===== config.mk =====
export PLATFORM = sky130hd
export DESIGN_NAME = raizing_pcm_banker
export DESIGN_NICKNAME = d
export VERILOG_FILES = /design/src/rtl/raizing_pcm_banker.sv
export SDC_FILE = /design/constraint.sdc
export NUM_CORES = 1
export LEC_CHECK = 0
export BUFFER_PORTS_ARGS = -buffer_cell sky130_fd_sc_hd__buf_2
export CAP_MARGIN = 0
export CORE_ASPECT_RATIO = 1.5
export CORE_MARGIN = 5
export CORE_UTILIZATION = 51
export DETAILED_ROUTE_END_ITERATION = 6
export PLACE_DENSITY_LB_ADDON = 0.1
export SLEW_MARGIN = 20
export SYNTH_ARGS = -nofsm -noshare
export SYNTH_HDL_FRONTEND = slang
export SYNTH_SLANG_ARGS = --single-unit

===== constraint.sdc =====
create_clock -name CLK -period 2.4 [get_ports CLK]
set_input_delay 0.24 -clock CLK [delete_from_list [all_inputs] [get_ports CLK]]
set_output_delay 0.24 -clock CLK [all_outputs]
set_load 0.01 [all_outputs]

===== src/rtl/raizing_pcm_banker.sv =====
// NMK112-style bank controller: several M6295 ROM ports share one SDRAM read port.
// Each chip keeps a one-byte cache tagged with its last fetched offset; misses are served round-robin.
module raizing_pcm_banker #(
    parameter int              CHIPS      = 2,
    parameter int              BANK_W     = 4,
    parameter int              AW         = 21,
    parameter logic [AW-1:0]   ROM_STRIDE = 21'h100000
) (
    input  logic                      CLK,
    input  logic                      RESET_N,
    input  logic                      WR,
    input  logic [$clog2(CHIPS)+1:0]  WSEL,
    input  logic [7:0]                WDATA,
    input  logic [CHIPS-1:0]          PAGE_MASK,
    input  logic [CHIPS*18-1:0]       REQ_ADDR,
    output logic [CHIPS*8-1:0]        REQ_DATA,
    output logic [CHIPS-1:0]          REQ_OK,
    output logic                      ROM_CS,
    output logic [AW-1:0]             ROM_ADDR,
    input  logic [7:0]                ROM_DATA,
    input  logic                      ROM_OK
);
    localparam int GW = (CHIPS > 1) ? $clog2(CHIPS) : 1;

    typedef enum logic [1:0] {IDLE, ISSUE, WAIT} st_t;

    st_t                                 state_q, state_d;
    logic [CHIPS-1:0][3:0][BANK_W-1:0]   bank_q;
    logic [CHIPS-1:0][17:0]              tag_q;
    logic [CHIPS-1:0]                    valid_q;
    logic [CHIPS-1:0][7:0]               data_q;
    logic [GW-1:0]                       rr_q, gchip_q;
    logic [17:0]                         tag_inf_q;
    logic                                kill_q;
    logic [AW-1:0]                       addr_q;

    logic [CHIPS-1:0]                    pending, wr_hit;
    logic [CHIPS-1:0][17:0]              req_a;
    logic [CHIPS-1:0][AW-1:0]            xaddr;
    logic                                gnt_any, busy, accept;
    logic [GW-1:0]                       gnt_idx;
    logic [31:0]                         wchip;
    logic                                unused_wdata;

    assign wchip        = 32'(WSEL >> 2);
    assign busy         = (state_q != IDLE);
    assign ROM_ADDR     = addr_q;
    assign unused_wdata = ^WDATA;

    for (genvar k = 0; k < CHIPS; k++) begin : g_chip
        logic [1:0] r;
        assign req_a[k]           = REQ_ADDR[18*k +: 18];
        assign REQ_OK[k]          = valid_q[k] && (tag_q[k] == req_a[k]);
        assign REQ_DATA[8*k +: 8] = data_q[k];
        assign pending[k]         = !REQ_OK[k] && !(busy && gchip_q == GW'(k));
        // wchip is compared at full width so out-of-range chip indices never hit
        assign wr_hit[k]          = WR && (wchip == 32'(k));
        // The first 1 KB holds the sample header table, paged by offset bits 9:8
        assign r        = (req_a[k] < 18'h400 && !PAGE_MASK[k]) ? req_a[k][9:8] : req_a[k][17:16];
        assign xaddr[k] = AW'(k) * ROM_STRIDE + AW'({bank_q[k][r], req_a[k][15:0]});
    end

    always_comb begin
        logic [GW-1:0] idx;
        idx     = '0;
        gnt_any = 1'b0;
        gnt_idx = '0;
        // Walk downward so the chip nearest rr_q is the one left standing
        for (int i = CHIPS-1; i >= 0; i--) begin
            idx = GW'((int'(rr_q) + i) % CHIPS);
            if (pending[idx]) begin
                gnt_any = 1'b1;
                gnt_idx = idx;
            end
        end
    end

    always_ff @(posedge CLK or negedge RESET_N) begin
        if (!RESET_N) state_q <= IDLE;
        else          state_q <= state_d;
    end

    always_comb begin
        state_d = state_q;
        case (state_q)
            IDLE:    if (gnt_any) state_d = ISSUE;
            ISSUE:   state_d = WAIT;
            WAIT:    if (ROM_OK) state_d = IDLE;
            default: state_d = IDLE;
        endcase
    end

    // ROM_OK during ISSUE may belong to the previous address, so only WAIT accepts it
    always_comb begin
        ROM_CS = (state_q == ISSUE) || (state_q == WAIT);
        accept = (state_q == WAIT) && ROM_OK;
    end

    always_ff @(posedge CLK or negedge RESET_N) begin
        if (!RESET_N) begin
            bank_q    <= '0;
            tag_q     <= '0;
            valid_q   <= '0;
            data_q    <= '0;
            rr_q      <= '0;
            gchip_q   <= '0;
            tag_inf_q <= '0;
            kill_q    <= 1'b0;
            addr_q    <= '0;
        end else begin
            if (state_q == IDLE && gnt_any) begin
                addr_q    <= xaddr[gnt_idx];
                tag_inf_q <= req_a[gnt_idx];
                gchip_q   <= gnt_idx;
                kill_q    <= wr_hit[gnt_idx];
            end else if (busy && wr_hit[gchip_q]) begin
                kill_q <= 1'b1;
            end
            if (accept) rr_q <= GW'((int'(gchip_q) + 1) % CHIPS);
            for (int k = 0; k < CHIPS; k++) begin
                if (accept && gchip_q == GW'(k)) begin
                    data_q[k]  <= ROM_DATA;
                    tag_q[k]   <= tag_inf_q;
                    valid_q[k] <= !kill_q;
                end
                // A bank write always wins over a completing fetch
                if (wr_hit[k]) begin
                    bank_q[k][WSEL[1:0]] <= WDATA[BANK_W-1:0];
                    valid_q[k]           <= 1'b0;
                end
            end
        end
    end
endmodule

==> flow_summary.ini <==
[worst_setup_path]
crit_type = reg -> out
startpoint_type = flip-flop
cp.arrival_ns = 2.03
cp.required_ns = 2.16
crit-reg2reg-launch = tag_q[14]
crit_buf_inv = 1
worstSetupEndpointType = output pin
crit_path_top_delay_cell = dfrtp_1
crit_chain = xnor2_1 -> nand4_1 -> nor4_2 -> and4_4 -> buf_2
reg2reg_setup_slack_ns = 0.13
critPathMaxFanout = 5
cpLargestDelayFamily = simple AND/OR/NAND/NOR gates
cp_slowest_stage_delay_ns = 0.39
ff2ff_path_depth = 8
r2r-end = kill_q

[drt]
ant_nets = 0
drc = 0
num_vias = 3532
drt-pass1-iter-count = 4
wl_per_cell_um = 18.8
viasPerCell = 5.37
drtIter0Drc = 157
routed_wl_um = 12300

[status]
status = finished, final reports clean

[global_routing]
use_met2_pct = 36.7
gr-total-overflow = 0
met3_usage_pct = 5.00
grt-busiest-layer = met2
use_met1_pct = 25.7
grt_pass1_wl_um = 20400
track_usage_pct = 21.3
grt_start_max_net_pins = 53
grt_pass1_vias = 3877
grt_antenna_before_repair = 0

[clock_tree]
htree_levels = 4
clkSinkCount = 113
cts_tree = done
clockBufferDepth = 2
cts_root_buf = clkbuf_16
clk_pin_slew_ns = 0.05
cts_made_buffers = 17
clk_latency_ns = 0.41

[power_and_ir_drop]
power_density_nw_per_um2 = 1340
power_mw = 8.84
max-vdd-ir-drop_uv = 889
p_leak_nw = 3.06

[cells_and_area]
area_delta_synth_final_pct = 23.7
drive_gt1_share_pct = 44.5
fill_cells = 814
fin_cells = 658
nets = 568
diodes = 0

[floorplanning]
core_um2 = 10200
die_h_um = 135
fp-row-count = 45
ios = 101
fp.dieArea_um2 = 12600
start_util_pct = 52.3
die_w_um = 93.5

[sta]
finalSetupViolCount = 0
worst_pin_slew_ns = 0.786
relSlewSlack_pct = 47.5
whs_ns = 0.0789
finalSetupTns_ns = 0
period_share_pct = 94.5
fin_worst_skew_ns = 0.00757
fmax_mhz = 441
grt_setup_unrepaired = false
drv_slew = 0
period_needed_ns = 2.27
finalHoldViolations = 0

[synthesis]
synth_top_area_share_pct = 53.0
synthSimpleGateAreaFrac_pct = 6.10
synth_most_common_cell = dfrtp_1
postSynthNetCount = 473
synth-xor-area-share_pct = 6.24
synth_common_cells = dfrtp_1, mux2_2, xnor2_1, nand2_1, mux2i_1
avgSynthCellArea_um2 = 13.0
synth_warnings = 0
synth_compound_area_share_pct = 4.32
synth_top_cell_by_area = dfrtp_1
synthMuxAreaShare_pct = 25.5
synthTopCellsByArea = dfrtp_1, mux2_2, xnor2_1
synthFlopType = dfrtp_1
seq_area_frac_synth_pct = 53.0
postSynthCellCount = 409
synth_cell_types = 34
syn_area_um2 = 5330
synth_seq_cells = 113
synth_top_family_by_area = multiplexers
synthArstFlopShare_pct = 100
synth_edf_count = 0
synthAdderAreaFrac_pct = 0.704

[worst_hold_path]
hold_start = ROM_DATA[7]
whs_path_depth = 2
worstHoldPathType = in -> reg
min_to = REQ_DATA[15]

[placement]
io_buffers = 96
placed_cells = 625
place_congestion = 0.795
dp_hpwl_um = 8920

[flow_run]
max_cap_violations = 0
how the worst max path moves through the flow:
stage / from / endpoint / slack [ns] / cells after the start
after floorplan: tag_q[16] / kill_q / 0.46 / 10
after global placement: REQ_ADDR[14] / kill_q / 0.12 / 9
after detailed placement: REQ_ADDR[14] / kill_q / 0.05 / 9
after CTS: tag_q[14] / REQ_OK[0] / 0.03 / 5
after global routing: tag_q[14] / kill_q / 0.01 / 8
final: tag_q[14] / REQ_OK[0] / 0.13 / 5
power by group:
group / switching, mW / internal [mW] / total (mW) / leakage [nW]
logic: 1.38 / 1.47 / 2.85 / 1.34
registers: 0.515 / 2.70 / 3.22 / 1.39
clock network: 0.861 / 1.91 / 2.77 / 0.323
sequential cells by signal, indices dropped and copies added, names as in the netlist:
name and flops:
tag_inf_q 2, ROM_ADDR 21, tag_q 36, bank_q 32, valid_q 2, rr_q 1, kill_q 1, state_q 2
REQ_DATA 16
layer usage:
layer	vias up	wire length (um)
met1	1777	5130
met5	-	0
met2	92	6400
met3	21	541
li1	1642	-
met4	0	277
cell usage in the layout (no fill, tap or decap), types with 2 or more instances in the layout:
cell type and instances:
mux4_2 4, nand4b_1 2, mux4_1 4, nor3_1 4
xor2_1 4, dfrtp_1 113, nor3b_1 2, a21oi_1 5
inv_1 7, buf_2 95, clkinv_2 5, buf_4 7
nand2b_1 2, bufinv_16 5, clkbuf_16 17, o21ai_0 20
nor4_1 2, a31oi_1 3, nor2_1 7, xnor2_1 34
nand2_1 28, clkbuf_8 3, o21ai_1 5, nand4_1 9
buf_12 4, nand3_1 4, ha_1 3, mux2i_1 22
mux2_2 84
through the flow:
| stage | cell area, um2 | setup slack [ns] | util (%) |
|---|---|---|---|
| floorplan | 5330 | 0.460 | - |
| global placement | 5930 | 0.115 | 58.1 |
| detailed placement | 5930 | 0.0522 | 58.1 |
| CTS | 6590 | 0.0322 | 64.7 |
| global route | 6600 | 0.0140 | 64.7 |
| finish | 6600 | 0.131 | 64.7 |
cell families after synthesis:
logic type	Yosys count
compound gates	38
fa+ha+maj	3
mux	114
flops	113
xor+xnor	38
buf+inv	38
simple gates	65
final cells by class:
class | instances | area (um2) | share of cell area, %
flip-flops and latches | 113 | 2830 | 42.9
multi-input cells | 258 | 2300 | 34.8
repair buffers | 107 | 618 | 9.37
clock buffers | 21 | 470 | 7.13
clock inverters | 11 | 183 | 2.77
well taps | 141 | 176 | 2.67
inverters | 7 | 26.3 | 0.398
what timing repair did:
action	4_1_cts	5_1_grt
setup endpoints to repair	2	19
resized for setup	1	2
hold buffers	1	0
buffers inserted	0	0
hold endpoints to repair	49	0
(Power assumes the default switching activity.)
